$ cat src/rtl/keccak_pkg.sv
// Shared definitions for the Keccak job arbiter and related sequencing logic.
//   - Mode encodings used on req_mode / core_mode.
//   - Sponge rate constants (bits).
//   - Arbiter state enum.
//   - Helpers: job reject check and rate lookup.
package keccak_pkg;

    localparam logic [1:0] MODE_SHA3_256 = 2'b00;
    localparam logic [1:0] MODE_SHA3_512 = 2'b01;
    localparam logic [1:0] MODE_SHAKE128 = 2'b10;
    localparam logic [1:0] MODE_SHAKE256 = 2'b11;

    localparam int RATE_SHAKE128 = 1344;
    localparam int RATE_SHAKE256 = 1088;  // SHA3-256 shares this rate
    localparam int RATE_SHA3_512 = 576;

    typedef enum logic [2:0] {
        ST_IDLE    = 3'd0,
        ST_LOAD    = 3'd1,
        ST_ABSORB  = 3'd2,
        ST_SQUEEZE = 3'd3,
        ST_DONE    = 3'd4
    } arb_state_t;

    // An XOF job asking for zero output bits can never finish a squeeze.
    function automatic logic is_reject(input logic [1:0] mode, input logic [31:0] outlen);
        return ((mode == MODE_SHAKE128) || (mode == MODE_SHAKE256)) && (outlen == 32'd0);
    endfunction

    function automatic int rate_bits(input logic [1:0] mode);
        case (mode)
            MODE_SHA3_256: rate_bits = RATE_SHAKE256;
            MODE_SHA3_512: rate_bits = RATE_SHA3_512;
            MODE_SHAKE128: rate_bits = RATE_SHAKE128;
            MODE_SHAKE256: rate_bits = RATE_SHAKE256;
            default:       rate_bits = RATE_SHAKE256;
        endcase
    endfunction

endpackage

$ cat src/rtl/keccak_job_arbiter_rr_pick.sv
// Combinational round-robin picker.
//   req        : request vector
//   ptr        : index of the last served requester
//   win_onehot : one-hot winner (first set bit scanning from ptr+1, wrapping)
//   win_idx    : winner index
//   win_valid  : any request present
module rr_pick #(
    parameter int NREQ = 3,
    parameter int IW   = $clog2(NREQ)
) (
    input  logic [NREQ-1:0] req,
    input  logic [IW-1:0]   ptr,
    output logic [NREQ-1:0] win_onehot,
    output logic [IW-1:0]   win_idx,
    output logic            win_valid
);

    // Scan ptr+1 .. ptr+NREQ (mod NREQ); first hit wins, so ptr itself is last.
    always_comb begin
        logic [IW-1:0] idx_s;
        win_onehot = '0;
        win_idx    = '0;
        win_valid  = 1'b0;
        for (int i = 1; i <= NREQ; i++) begin
            idx_s = IW'((int'(ptr) + i) % NREQ);
            if (req[idx_s] && !win_valid) begin
                win_valid         = 1'b1;
                win_idx           = idx_s;
                win_onehot[idx_s] = 1'b1;
            end else begin
                win_valid = win_valid;
            end
        end
    end

endmodule

$ cat src/rtl/keccak_job_arbiter.sv
// Shares one Keccak core among NREQ requesters with whole-job locking.
// A grant is held from core start until the job completes (last squeeze
// word, reject or watchdog timeout); the next winner is chosen round-robin.
//   req*       : per-lane job request, mode, output length, absorb stream
//   gnt        : one-hot grant (registered)
//   req_done   : one-cycle completion pulse, req_err flags reject/timeout
//   dout       : squeeze data, valid only on the granted lane
//   core_*     : start, registered mode/length, absorb stream, squeeze stream
module keccak_job_arbiter
    import keccak_pkg::*;
#(
    parameter int NREQ    = 3,
    parameter int DW      = 64,
    parameter int TIMEOUT = 4096
) (
    input  logic                 clk,
    input  logic                 rst,
    input  logic [NREQ-1:0]      req,
    input  logic [2*NREQ-1:0]    req_mode,
    input  logic [32*NREQ-1:0]   req_outlen,
    input  logic [DW*NREQ-1:0]   req_din,
    input  logic [NREQ-1:0]      req_din_valid,
    input  logic [NREQ-1:0]      req_din_last,
    output logic [NREQ-1:0]      req_din_ready,
    output logic [NREQ-1:0]      gnt,
    output logic [NREQ-1:0]      req_dout_valid,
    output logic [NREQ-1:0]      req_done,
    output logic [NREQ-1:0]      req_err,
    output logic [DW-1:0]        dout,
    output logic                 core_start,
    output logic [1:0]           core_mode,
    output logic [31:0]          core_outlen,
    output logic [DW-1:0]        core_din,
    output logic                 core_din_valid,
    output logic                 core_din_last,
    input  logic                 core_din_ready,
    input  logic [DW-1:0]        core_dout,
    input  logic                 core_dout_valid,
    input  logic                 core_dout_last
);

    localparam int IW = $clog2(NREQ);

    arb_state_t      state_r, state_next_s;
    logic [IW-1:0]   ptr_r, win_r;
    logic [NREQ-1:0] gnt_r;
    logic            err_r;
    logic [1:0]      mode_r;
    logic [31:0]     outlen_r;
    logic [31:0]     wd_r;
    logic [31:0]     absorb_cnt_r;   // debug readback only

    logic [NREQ-1:0] pick_onehot_s;
    logic [IW-1:0]   pick_idx_s;
    logic            pick_valid_s;
    logic            reject_s, xfer_s, sq_last_s, timeout_s;

    logic [DW-1:0]   lane_din_s    [NREQ];
    logic [1:0]      lane_mode_s   [NREQ];
    logic [31:0]     lane_outlen_s [NREQ];

    for (genvar g = 0; g < NREQ; g++) begin : g_lane
        assign lane_din_s[g]    = req_din[g*DW +: DW];
        assign lane_mode_s[g]   = req_mode[g*2 +: 2];
        assign lane_outlen_s[g] = req_outlen[g*32 +: 32];
    end

    rr_pick #(.NREQ(NREQ), .IW(IW)) u_rr_pick (
        .req        (req),
        .ptr        (ptr_r),
        .win_onehot (pick_onehot_s),
        .win_idx    (pick_idx_s),
        .win_valid  (pick_valid_s)
    );

    assign reject_s  = is_reject(mode_r, outlen_r);
    assign xfer_s    = (state_r == ST_ABSORB) && req_din_valid[win_r] && core_din_ready;
    assign sq_last_s = core_dout_valid && core_dout_last;
    // A valid word in the final watchdog cycle still counts as progress.
    assign timeout_s = !core_dout_valid && (wd_r == 32'(TIMEOUT - 1));

    assign gnt         = gnt_r;
    assign core_mode   = mode_r;
    assign core_outlen = outlen_r;

    // State register.
    always_ff @(posedge clk) begin
        if (rst) begin
            state_r <= ST_IDLE;
        end else begin
            state_r <= state_next_s;
        end
    end

    // Next-state logic.
    always_comb begin
        state_next_s = state_r;
        case (state_r)
            ST_IDLE:    state_next_s = pick_valid_s ? ST_LOAD : ST_IDLE;
            ST_LOAD:    state_next_s = reject_s ? ST_DONE : ST_ABSORB;
            ST_ABSORB:  state_next_s = (xfer_s && req_din_last[win_r]) ? ST_SQUEEZE : ST_ABSORB;
            ST_SQUEEZE: state_next_s = (sq_last_s || timeout_s) ? ST_DONE : ST_SQUEEZE;
            ST_DONE:    state_next_s = ST_IDLE;
            default:    state_next_s = ST_IDLE;
        endcase
    end

    // Output decode: only the granted lane is ever routed.
    always_comb begin
        req_din_ready  = '0;
        req_dout_valid = '0;
        req_done       = '0;
        req_err        = '0;
        core_start     = 1'b0;
        core_din       = '0;
        core_din_valid = 1'b0;
        core_din_last  = 1'b0;
        dout           = '0;
        case (state_r)
            ST_LOAD: core_start = !reject_s;
            ST_ABSORB: begin
                core_din             = lane_din_s[win_r];
                core_din_valid       = req_din_valid[win_r];
                core_din_last        = req_din_last[win_r];
                req_din_ready[win_r] = core_din_ready;
            end
            ST_SQUEEZE: begin
                dout                  = core_dout;
                req_dout_valid[win_r] = core_dout_valid;
            end
            ST_DONE: begin
                req_done[win_r] = 1'b1;
                req_err[win_r]  = err_r;
            end
            default: core_start = 1'b0;
        endcase
    end

    // Job context: winner capture, grant, error flag, watchdog, absorb counter.
    always_ff @(posedge clk) begin
        if (rst) begin
            ptr_r        <= '0;
            win_r        <= '0;
            gnt_r        <= '0;
            err_r        <= 1'b0;
            mode_r       <= 2'b00;
            outlen_r     <= 32'd0;
            wd_r         <= 32'd0;
            absorb_cnt_r <= 32'd0;
        end else begin
            case (state_r)
                ST_IDLE: begin
                    if (pick_valid_s) begin
                        win_r        <= pick_idx_s;
                        gnt_r        <= pick_onehot_s;
                        mode_r       <= lane_mode_s[pick_idx_s];
                        outlen_r     <= lane_outlen_s[pick_idx_s];
                        err_r        <= 1'b0;
                        absorb_cnt_r <= 32'd0;
                    end else begin
                        gnt_r <= '0;
                    end
                end
                ST_LOAD: begin
                    err_r <= reject_s;
                    wd_r  <= 32'd0;
                end
                ST_ABSORB: begin
                    wd_r <= 32'd0;
                    if (xfer_s && (absorb_cnt_r != 32'hFFFF_FFFF)) begin
                        absorb_cnt_r <= absorb_cnt_r + 32'd1;
                    end else begin
                        absorb_cnt_r <= absorb_cnt_r;
                    end
                end
                ST_SQUEEZE: begin
                    wd_r <= core_dout_valid ? 32'd0 : wd_r + 32'd1;
                    if (timeout_s) begin
                        err_r <= 1'b1;
                    end else begin
                        err_r <= err_r;
                    end
                end
                ST_DONE: begin
                    gnt_r <= '0;
                    ptr_r <= win_r;
                end
                default: gnt_r <= '0;
            endcase
        end
    end

endmodule
$ cat config.mk
export PLATFORM = sky130hd
export DESIGN_NAME = keccak_job_arbiter
export DESIGN_NICKNAME = d
export VERILOG_FILES = /design/src/rtl/keccak_pkg.sv /design/src/rtl/keccak_job_arbiter_rr_pick.sv /design/src/rtl/keccak_job_arbiter.sv
export SDC_FILE = /design/constraint.sdc
export NUM_CORES = 1
export LEC_CHECK = 0
export CAP_MARGIN = 40
export CORE_AREA = 4 4 212 214
export CTS_CLUSTER_SIZE = 14
export DETAILED_ROUTE_END_ITERATION = 16
export DIE_AREA = 0 0 216 218
export MAX_ROUTING_LAYER = met4
export SLEW_MARGIN = 10
export SYNTH_ARGS = -nofsm -noshare
export SYNTH_HDL_FRONTEND = slang
export SYNTH_SLANG_ARGS = --single-unit
$ cat constraint.sdc
create_clock -name clk -period 4.05 [get_ports clk]
set_input_delay 0.81 -clock clk [delete_from_list [all_inputs] [get_ports clk]]
set_output_delay 0.81 -clock clk [all_outputs]
set_load 0.03 [all_outputs]
==> impl_metrics.json, run 1 <==
{
  "clock_skew_ps": 5.832,
  "relSlewSlack": 0.3566,
  "fin_area_um2": 13400,
  "post_cts_buffers": 0,
  "status": "finished, final reports clean",
  "wl_per_cell_um": 19.77,
  "finalSetupTns_ps": 0,
  "grt_pass1_vias": 9373,
  "crit_chain": "inv_1 > or3_2 > or2_2 > nor3_1 > clkdlybuf4s50_1",
  "cts_resized": 0,
  "grt-ovfl-total": 0,
  "clock.fmax_ghz": 0.2709,
  "final_layout_size_suffix_gt1_frac": 0.06487,
  "min_period_over_period": 0.9116,
  "finalHoldViolCount": 0,
  "grt_pass1_wl_mm": 57.82,
  "insertion_delay_ps": 330,
  "ctsHoldBuffers": 0,
  "syn-instance-count": 939,
  "final_nets": 1821,
  "switching_share": 0.4736,
  "io_pins": 552,
  "avgSynthCellArea_um2": 7.371,
  "cts_root_buf": "clkbuf_16",
  "rsz0062_at_grt": "false",
  "fin_crit_ps": 3692,
  "p_per_area_nw_per_um2": 409.1,
  "cts_buffer_depth": 2,
  "synth_nets": 1316,
  "clock-sinks": 77,
  "die_y_um": 218,
  "synthArstFlopShare": 0,
  "grt_max_degree": 73,
  "core_area_um2": 42890,
  "p_leak_nw": 4.583,
  "cp_max_fo": 10,
  "antenna_found_initial": 3,
  "synth_warnings": 0,
  "p_sw_mw": 2.597,
  "final_common_cell": "clkdlybuf4s50_1",
  "rows": 76,
  "fillCellCount": 4534,
  "drt_pre_antenna_iters": 6,
  "worstSetupPathType": "reg -> out",
  "area_growth_pct": 93.60,
  "numCtsBuffers": 9,
  "grt_usage": 0.1612,
  "ir_drop_mv": 0.2451,
  "critPathBufInv": 2,
  "post-dp-hpwl_mm": 32.94,
  "power_frac_clock": 0.153,
  "ys_seq_area_frac": 0.2227,
  "cp.arrival_ps": 2880,
  "p_seq_frac": 0.197,
  "initial_utilization": 0.1614,
  "path_clk_slew_ps": 60,
  "remaining_drc_errors": 0,
  "critical-path-top-delay-family": "simple AND/OR/NAND/NOR gates",
  "synth_edf_count": 0,
  "vias_per_cell": 4.590,
  "io_buffer_count": 551,
  "drt_iter0_drc": 734,
  "tritoncts": "yes",
  "synth_ff_type": "dfxtp_1",
  "cap_viol_max_count": 0,
  "h-tree-depth": 3,
  "ys_types": 60,
  "hold_path_class": "reg -> reg",
  "slowest_delay_ps": 700,
  "netlist_area_um2": 6922,
  "layout_common_cells": "clkdlybuf4s50_1 (551), nor2_1 (168), mux2i_1 (105)",
  "report.final.setup_viol": 0,
  "dpl_cell_area_um2": 13080,
  "drv_slew": 0,
  "p_comb_frac": 0.650,
  "place_congestion": 1.016,
  "crit_slowest_cell": "clkdlybuf4s50_1",
  "end_kind": "output port",
  "synth_seq_cells": 77,
  "start_kind": "flop",
  "wl_mm": 40.25,
  "fp.dieW_um": 216,
  "dieArea_um2": 47090,
  "required_ps": 3240,
  "ant_nets": 0,
  "tightest_slew_ps": 957.2,
  "vias": 9346,
  "finalPower_mw": 5.483,
  "p_int_mw": 2.886
}
==> worst register-to-register path, cell delays in order, from the launching register on <==
cell and delay [ps]:
dfxtp_1 370, inv_1 80, ha_1 410, and2_1 240, a2111oi_0 540, o21a_1 250, buf_4 400, or4_1 290
o221ai_1 140
==> power by group through the flow <==
stage / registers [mW] / logic, mW / clock network (mW)
5_1_grt: 1.10 / 3.79 / 0.890
4_1_cts: 1.08 / 3.59 / 0.862
3_5_place_dp: 1.10 / 3.57 / 0
2_1_floorplan: 1.21 / 1.83 / 0
3_3_place_gp: 1.09 / 3.57 / 0
6_report: 1.08 / 3.56 / 0.839
==> layout make-up <==
type	count	area, um^2	area share
timing repair buffer	579	5761	0.4299
multi-input combinational	762	4989	0.3723
sequential	77	1546	0.1154
tap	585	732.0	0.05462
clock buffer	12	266.5	0.01989
inverter	15	56.30	0.004202
clock inverter	4	45.04	0.003361
antenna	2	5.005	0.0003735
==> synthesized netlist by cell type (3+ instances only) <==
cell type    n  area share
clkbuf_1    52       0.028
nor4_1      15       0.014
buf_4        4      0.0043
o221ai_2    30       0.065
nand2_1     24       0.013
nor2b_1      6      0.0054
a21oi_1     86       0.062
nand3_1     51       0.037
a311oi_1     5      0.0063
o31ai_1      8      0.0087
nor3_1      18       0.013
o221ai_1     4      0.0051
a41oi_1      5      0.0063
o21ai_0     33       0.024
o211ai_1    35       0.038
mux2i_1    105        0.15
buf_6        4      0.0065
nand4_1     19       0.017
a31oi_1     11      0.0099
nand2b_1     7      0.0063
or4_1        3      0.0033
nand4b_1     3      0.0038
buf_2       12      0.0087
and2_1      70       0.063
ha_1         5      0.0090
or3_1        6      0.0054
buf_1       12      0.0065
inv_1       12      0.0065
o41ai_1      3      0.0038
and3_1       3      0.0027
nor2_1     169       0.092
dfxtp_1     77        0.22
inv_2        3      0.0016
==> registers in the layout, indices dropped and copies added (netlist names) <==
| register | flops |
|---|---|
| core_mode | 2 |
| core_outlen | 32 |
| err_r | 1 |
| gnt | 3 |
| ptr_r | 2 |
| state_r | 3 |
| wd_r | 32 |
| win_r | 2 |
==> worst paths after layout <==
kind	depth (start not counted)	start	slack [ps]	endpoint
setup / recovery	5	state_r[1]	360	req_din_ready[0]
hold / removal	2	gnt[2]	480	gnt[2]
setup reg to reg	8	ptr_r[0]	1190	core_mode[1]
hold reg to reg	2	gnt[2]	480	gnt[2]
==> layer usage <==
| metal | part of all wire | global-route usage | vias to the layer above |
|---|---|---|---|
| met5 | 0 | - | - |
| li1 | - | - | 4464 |
| met3 | 0.076 | 0.03163 | 23 |
| met4 | 0.011 | 0.02560 | 0 |
| met1 | 0.42 | 0.2035 | 4395 |
| met2 | 0.49 | 0.2734 | 464 |
==> metrics by stage <==
| stage | hold WS (ps) | setup slack, ps | std cells | util |
|---|---|---|---|---|
| 2_1_floorplan | 448.8 | 1358 | 939 | - |
| 3_3_place_gp | 461.5 | 387.6 | 2016 | 0.3048 |
| 3_5_place_dp | 473.6 | 432.5 | 2018 | 0.3051 |
| 4_1_cts | 485.2 | 327.5 | 2034 | 0.3123 |
| 5_1_grt | 520.1 | 214.6 | 2034 | 0.3123 |
| 6_report | 478.2 | 358.1 | 2036 | 0.3125 |
==> kinds of logic after synthesis <==
family	after synthesis	share of synthesized area
mux	107	0.1551
buf+inv	100	0.06309
compound gates	242	0.2551
fa+ha+maj	5	0.009038
simple gates	408	0.2950
flops	77	0.2227
(Power assumes the default switching activity.)
==> run 2, diff against run 1 <==
- CELL_PAD_IN_SITES_DETAIL_PLACEMENT: unset -> 1
- CELL_PAD_IN_SITES_GLOBAL_PLACEMENT: unset -> 2
- CORE_AREA: 4 4 212 214 -> 4 4 213 215
- DIE_AREA: 0 0 216 218 -> 0 0 217 219
- PLACE_DENSITY_LB_ADDON: unset -> 0.1
==> impl_metrics.json, run 2 (same netlist as run 1, synthesis figures left out) <==
{
  "clock.fmax_ghz": 0.2783,
  "area_growth_pct": 95.43,
  "layout_common_cells": "clkdlybuf4s50_1 (551), nor2_1 (168), mux2i_1 (105)",
  "finalSetupTns_ps": 0,
  "tritoncts": "yes",
  "p_seq_frac": 0.180,
  "place_congestion": 0.8249,
  "post_cts_buffers": 0,
  "final_common_cell": "clkdlybuf4s50_1",
  "report.final.setup_viol": 0,
  "switching_share": 0.4760,
  "critical-path-top-delay-family": "simple AND/OR/NAND/NOR gates",
  "grt-ovfl-total": 0,
  "power_frac_clock": 0.169,
  "slowest_delay_ps": 640,
  "hold_start": "gnt[0]",
  "numCtsBuffers": 9,
  "rows": 77,
  "status": "finished, final reports clean",
  "drt_pre_antenna_iters": 4,
  "ctsHoldBuffers": 0,
  "insertion_delay_ps": 350,
  "r2r-start": "ptr_r[0]",
  "worstSetupPathType": "reg -> out",
  "path_clk_slew_ps": 60,
  "post-dp-hpwl_mm": 37.10,
  "p_leak_nw": 4.619,
  "start_kind": "flop",
  "die_y_um": 219,
  "tightest_slew_ps": 845.1,
  "fillCellCount": 5251,
  "finalHoldViolCount": 0,
  "dieArea_um2": 47520,
  "p_per_area_nw_per_um2": 423.1,
  "critPathBufInv": 1,
  "crit_chain": "nor4_1 > nand4_1 > o31ai_1 > nor2_1 > clkdlybuf4s50_1",
  "r2r_cells": 8,
  "cts_buffer_depth": 2,
  "rrSetupSlack_ps": 1140,
  "core_area_um2": 43740,
  "io_buffer_count": 551,
  "vias": 9134,
  "wl_per_cell_um": 22.46,
  "remaining_drc_errors": 0,
  "ant_nets": 0,
  "initial_utilization": 0.1582,
  "io_pins": 552,
  "cp.arrival_ps": 2780,
  "clock-sinks": 77,
  "ir_drop_mv": 0.2597,
  "end_kind": "output port",
  "met2_usage": 0.3299,
  "required_ps": 3240,
  "hold_path_class": "reg -> reg",
  "drv_slew": 0,
  "whs_ps": 474.1,
  "worstReg2RegEnd": "core_outlen[31]",
  "fp.dieW_um": 217,
  "final_layout_size_suffix_gt1_frac": 0.06552,
  "cts_root_buf": "clkbuf_16",
  "final_nets": 1822,
  "vias_per_cell": 4.460,
  "p_comb_frac": 0.650,
  "fin_crit_ps": 3593,
  "relSlewSlack": 0.4345,
  "grt_max_degree": 75,
  "final_util": 0.3093,
  "grt_usage": 0.1862,
  "min_period_over_period": 0.8872,
  "globalRouteMet3Util": 0.03863,
  "met1_usage": 0.2239,
  "grt_busiest_layer": "met2",
  "hold_path_depth": 2,
  "cts_resized": 0,
  "cp_max_fo": 4,
  "hold_end": "gnt[0]",
  "crit_slowest_cell": "clkdlybuf4s50_1",
  "drt_iter0_drc": 390,
  "antenna_found_initial": 5,
  "h-tree-depth": 3,
  "rsz0062_at_grt": "false",
  "p_int_mw": 2.999,
  "wl_mm": 45.99,
  "p_sw_mw": 2.724,
  "grt_pass1_vias": 9677,
  "clock_skew_ps": 12.88,
  "cap_viol_max_count": 0,
  "grt_pass1_wl_mm": 65.32
}
==> run 2: cell types whose count changed in the layout (fill, tap and decap cells not counted), sizes merged <==
cell      delta
buf          +1
bufinv       +2
clkbuf       -3
clkinvlp     +1
diode        +4
==> run 2: power by group through the flow <==
stage / clock network, mW / logic (mW) / registers (mW)
detailed placement: 0 / 3.77 / 1.06
finish: 0.969 / 3.72 / 1.03
CTS: 1.01 / 3.79 / 1.04
global placement: 0 / 3.77 / 1.05
global route: 1.03 / 3.98 / 1.05
floorplan: 0 / 1.83 / 1.21
==> run 2: worst max path at each step <==
stage	start	endpoint	slack, ps	cells after the start
3_3_place_gp	req[0]	core_mode[0]	510	7
2_1_floorplan	state_r[1]	req_din_ready[0]	1360	5
4_1_cts	core_outlen[16]	core_start	380	5
3_5_place_dp	req[1]	core_outlen[1]	590	7
6_report	core_outlen[28]	core_start	460	5
5_1_grt	core_outlen[16]	core_start	360	5
==> run 2: tightest hold or removal path, stage by stage (launching register included) <==
cell and delay (ps):
dfxtp_1 310, nand3_1 60, o31ai_1 60
==> run 2: area by class of cell <==
type	instances	area [um^2]	share of cell area
tap	592	740.7	0.05476
sequential	77	1546	0.1143
timing repair buffer	580	5831	0.4310
clock inverter	7	123.9	0.009157
multi-input combinational	762	4989	0.3688
antenna	6	15.01	0.001110
clock buffer	9	225.2	0.01665
inverter	15	56.30	0.004162
==> run 2: through the flow <==
step / worst slack, ps / area [um^2] / std cells / total power, mW
after floorplan: 1358 / 6922 / 939 / 3.033
after global placement: 515.0 / 13120 / 2022 / 4.820
after detailed placement: 586.3 / 13160 / 2026 / 4.826
after CTS: 378.0 / 13510 / 2042 / 5.833
after global routing: 359.1 / 13520 / 2047 / 6.057
final: 456.7 / 13530 / 2048 / 5.723
==> run 2: layer usage <==
layer | part of all wire | vias up
li1 | - | 4463
met1 | 0.43 | 4358
met2 | 0.52 | 296
met3 | 0.050 | 17
met4 | 0.0075 | 0
met5 | 0 | -
==> variant: new RTL, flow settings as in run 2 <==
Change the parameter `DW` from 64 to 60.
--- a/src/rtl/keccak_job_arbiter.sv
+++ b/src/rtl/keccak_job_arbiter.sv
@@ -10,7 +10,7 @@
     import keccak_pkg::*;
 #(
     parameter int NREQ    = 3,
-    parameter int DW      = 64,
+    parameter int DW      = 60,
     parameter int TIMEOUT = 4096
 ) (
     input  logic                 clk,
Interface: changed (resized core_din, core_dout, dout and req_din); port bits go from 552 to 528. The function was not compared with the original's and may differ.
==> variant against run 2 <==
Non-clock buffer count is 25 lower. Sequential cell count stayed put. Critical path depth stayed put. Combinational power is 46% lower. First-iteration DRC count is 13% lower. Routed wire length is 2.6% lower. Critical path type unchanged. Worst setup slack worse by 190 ps. Largest power group unchanged. Total power is 34% lower. Final area is 2.8% lower. Synthesized area is 0.47% lower. Utilization is 0.87 points lower.
==> variant: results (changes against run 2) <==
The mean instance size in the synthesized netlist was 7.400 sq um (+0.39%); the placed instance area was 12830 sq um (-2.5%). Arrival time of the worst setup path: 2980 ps (+200 ps). The number of different library cells in the post-synthesis netlist is 62 (+3.3%).

Number of input and output port buffers inserted: 527 (-4.4%). The sequential area share after synthesis is 0.2238 (+0.001052), and the layout sequential cell count is 77 (unchanged). Worst slack at placement: 581.5 ps (-4.794 ps). The number of non-clock buffers in the layout was 555 (-4.3%). The run gives 0.3006 (-0.008668) as the final core utilization. The proportion of layout cells with a drive suffix above 1 was 0.06596 (+0.0004402); the count of vias placed by the detailed router was 8976 (-1.7%). The global-route usage over all layers is 0.1870 (+0.0007660), and the worst setup skew after layout is 8.915 ps (-3.963 ps). After synthesis, the cell types taking the most area are dfxtp_1 (22%), mux2i_1 (15%), nor2_1 (8.4%). The tools report the footprint of the multi-input gates as 4941 sq um (-0.95%). Ranked by instance count, the synthesized netlist is headed by nor2_1 (155), mux2i_1 (102), a21oi_1 (88). The fraction of area in registers was 0.1176 (+0.003297). The number of signal-net inverters in the final layout came out at 12 (-3). The flow ran to the end, and the final reports show no timing, DRC or antenna violations.

Final net count: 1766 (-3.1%). The global placer's final weighted congestion came out at 0.8613 (+4.4%). The tools report the count of multi-input gates as 750 (-1.6%). Net count of the mapped netlist: 1292 (-1.8%).

The logs give 9674 (-0.031%) for the number of global-route vias before repair and 5240 (-0.21%) for the number of fillers in the final layout. The buffering overhead was 0.4229 (-0.008127); the worst max-slew margin expressed relative to the limit was 0.4501 (+0.01561).
-- variant: cell count changes in the layout (fill, tap and decap cells not counted), moves of 3 or more --
cell,run 2,this run
mux2i_1,105,102
and3_1,3,10
clkinv_4,3,0
o41ai_1,3,0
nor4_1,15,12
nor3_1,18,13
inv_1,12,9
and4_1,0,5
clkdlybuf4s50_1,551,527
nor2_1,168,154
and2_1,70,67
-- variant: worst max-delay path by stage --
stage | slack (ps) | startpoint | to
final | 260 | state_r[1] | core_din[41]
after global routing | 60 | state_r[1] | core_din[35]
after CTS | 170 | state_r[1] | core_din[35]
after detailed placement | 580 | state_r[1] | core_din[35]
after global placement | 560 | req_din_last[0] | core_din_last
after floorplan | 1260 | state_r[1] | req_din_ready[0]
-- variant: where the power goes --
| part | leakage (nW) | internal, mW | switching [mW] |
|---|---|---|---|
| clock network | 0.143 | 0.494 | 0.360 |
| registers | 0.629 | 0.833 | 0.0916 |
| logic | 3.72 | 0.892 | 1.10 |
| total | 4.49 | 2.22 | 1.55 |
-- variant: layer usage --
metal | global-route usage | up-vias | share of wire
li1 | - | 4376 | -
met1 | 0.2126 | 4287 | 0.40
met2 | 0.3190 | 283 | 0.50
met3 | 0.06369 | 30 | 0.079
met4 | 0.04388 | 0 | 0.014
met5 | - | - | 0
-- variant: kinds of logic after synthesis --
logic type                 synth area share
and+or+nand+nor                      0.2928
AOI/OAI and AO/OA                    0.2561
buffers and inverters               0.06557
xor gates and xnor gates           0.001272
adders and majority gates          0.009081
muxes                                0.1515
DFF                                  0.2238
-- variant: critical path: stages, from the launching register on --
cell,delay [ps]
dfxtp_1,510
inv_2,150
or3_2,690
buf_4,360
nor2_1,160
clkdlybuf4s50_1,730
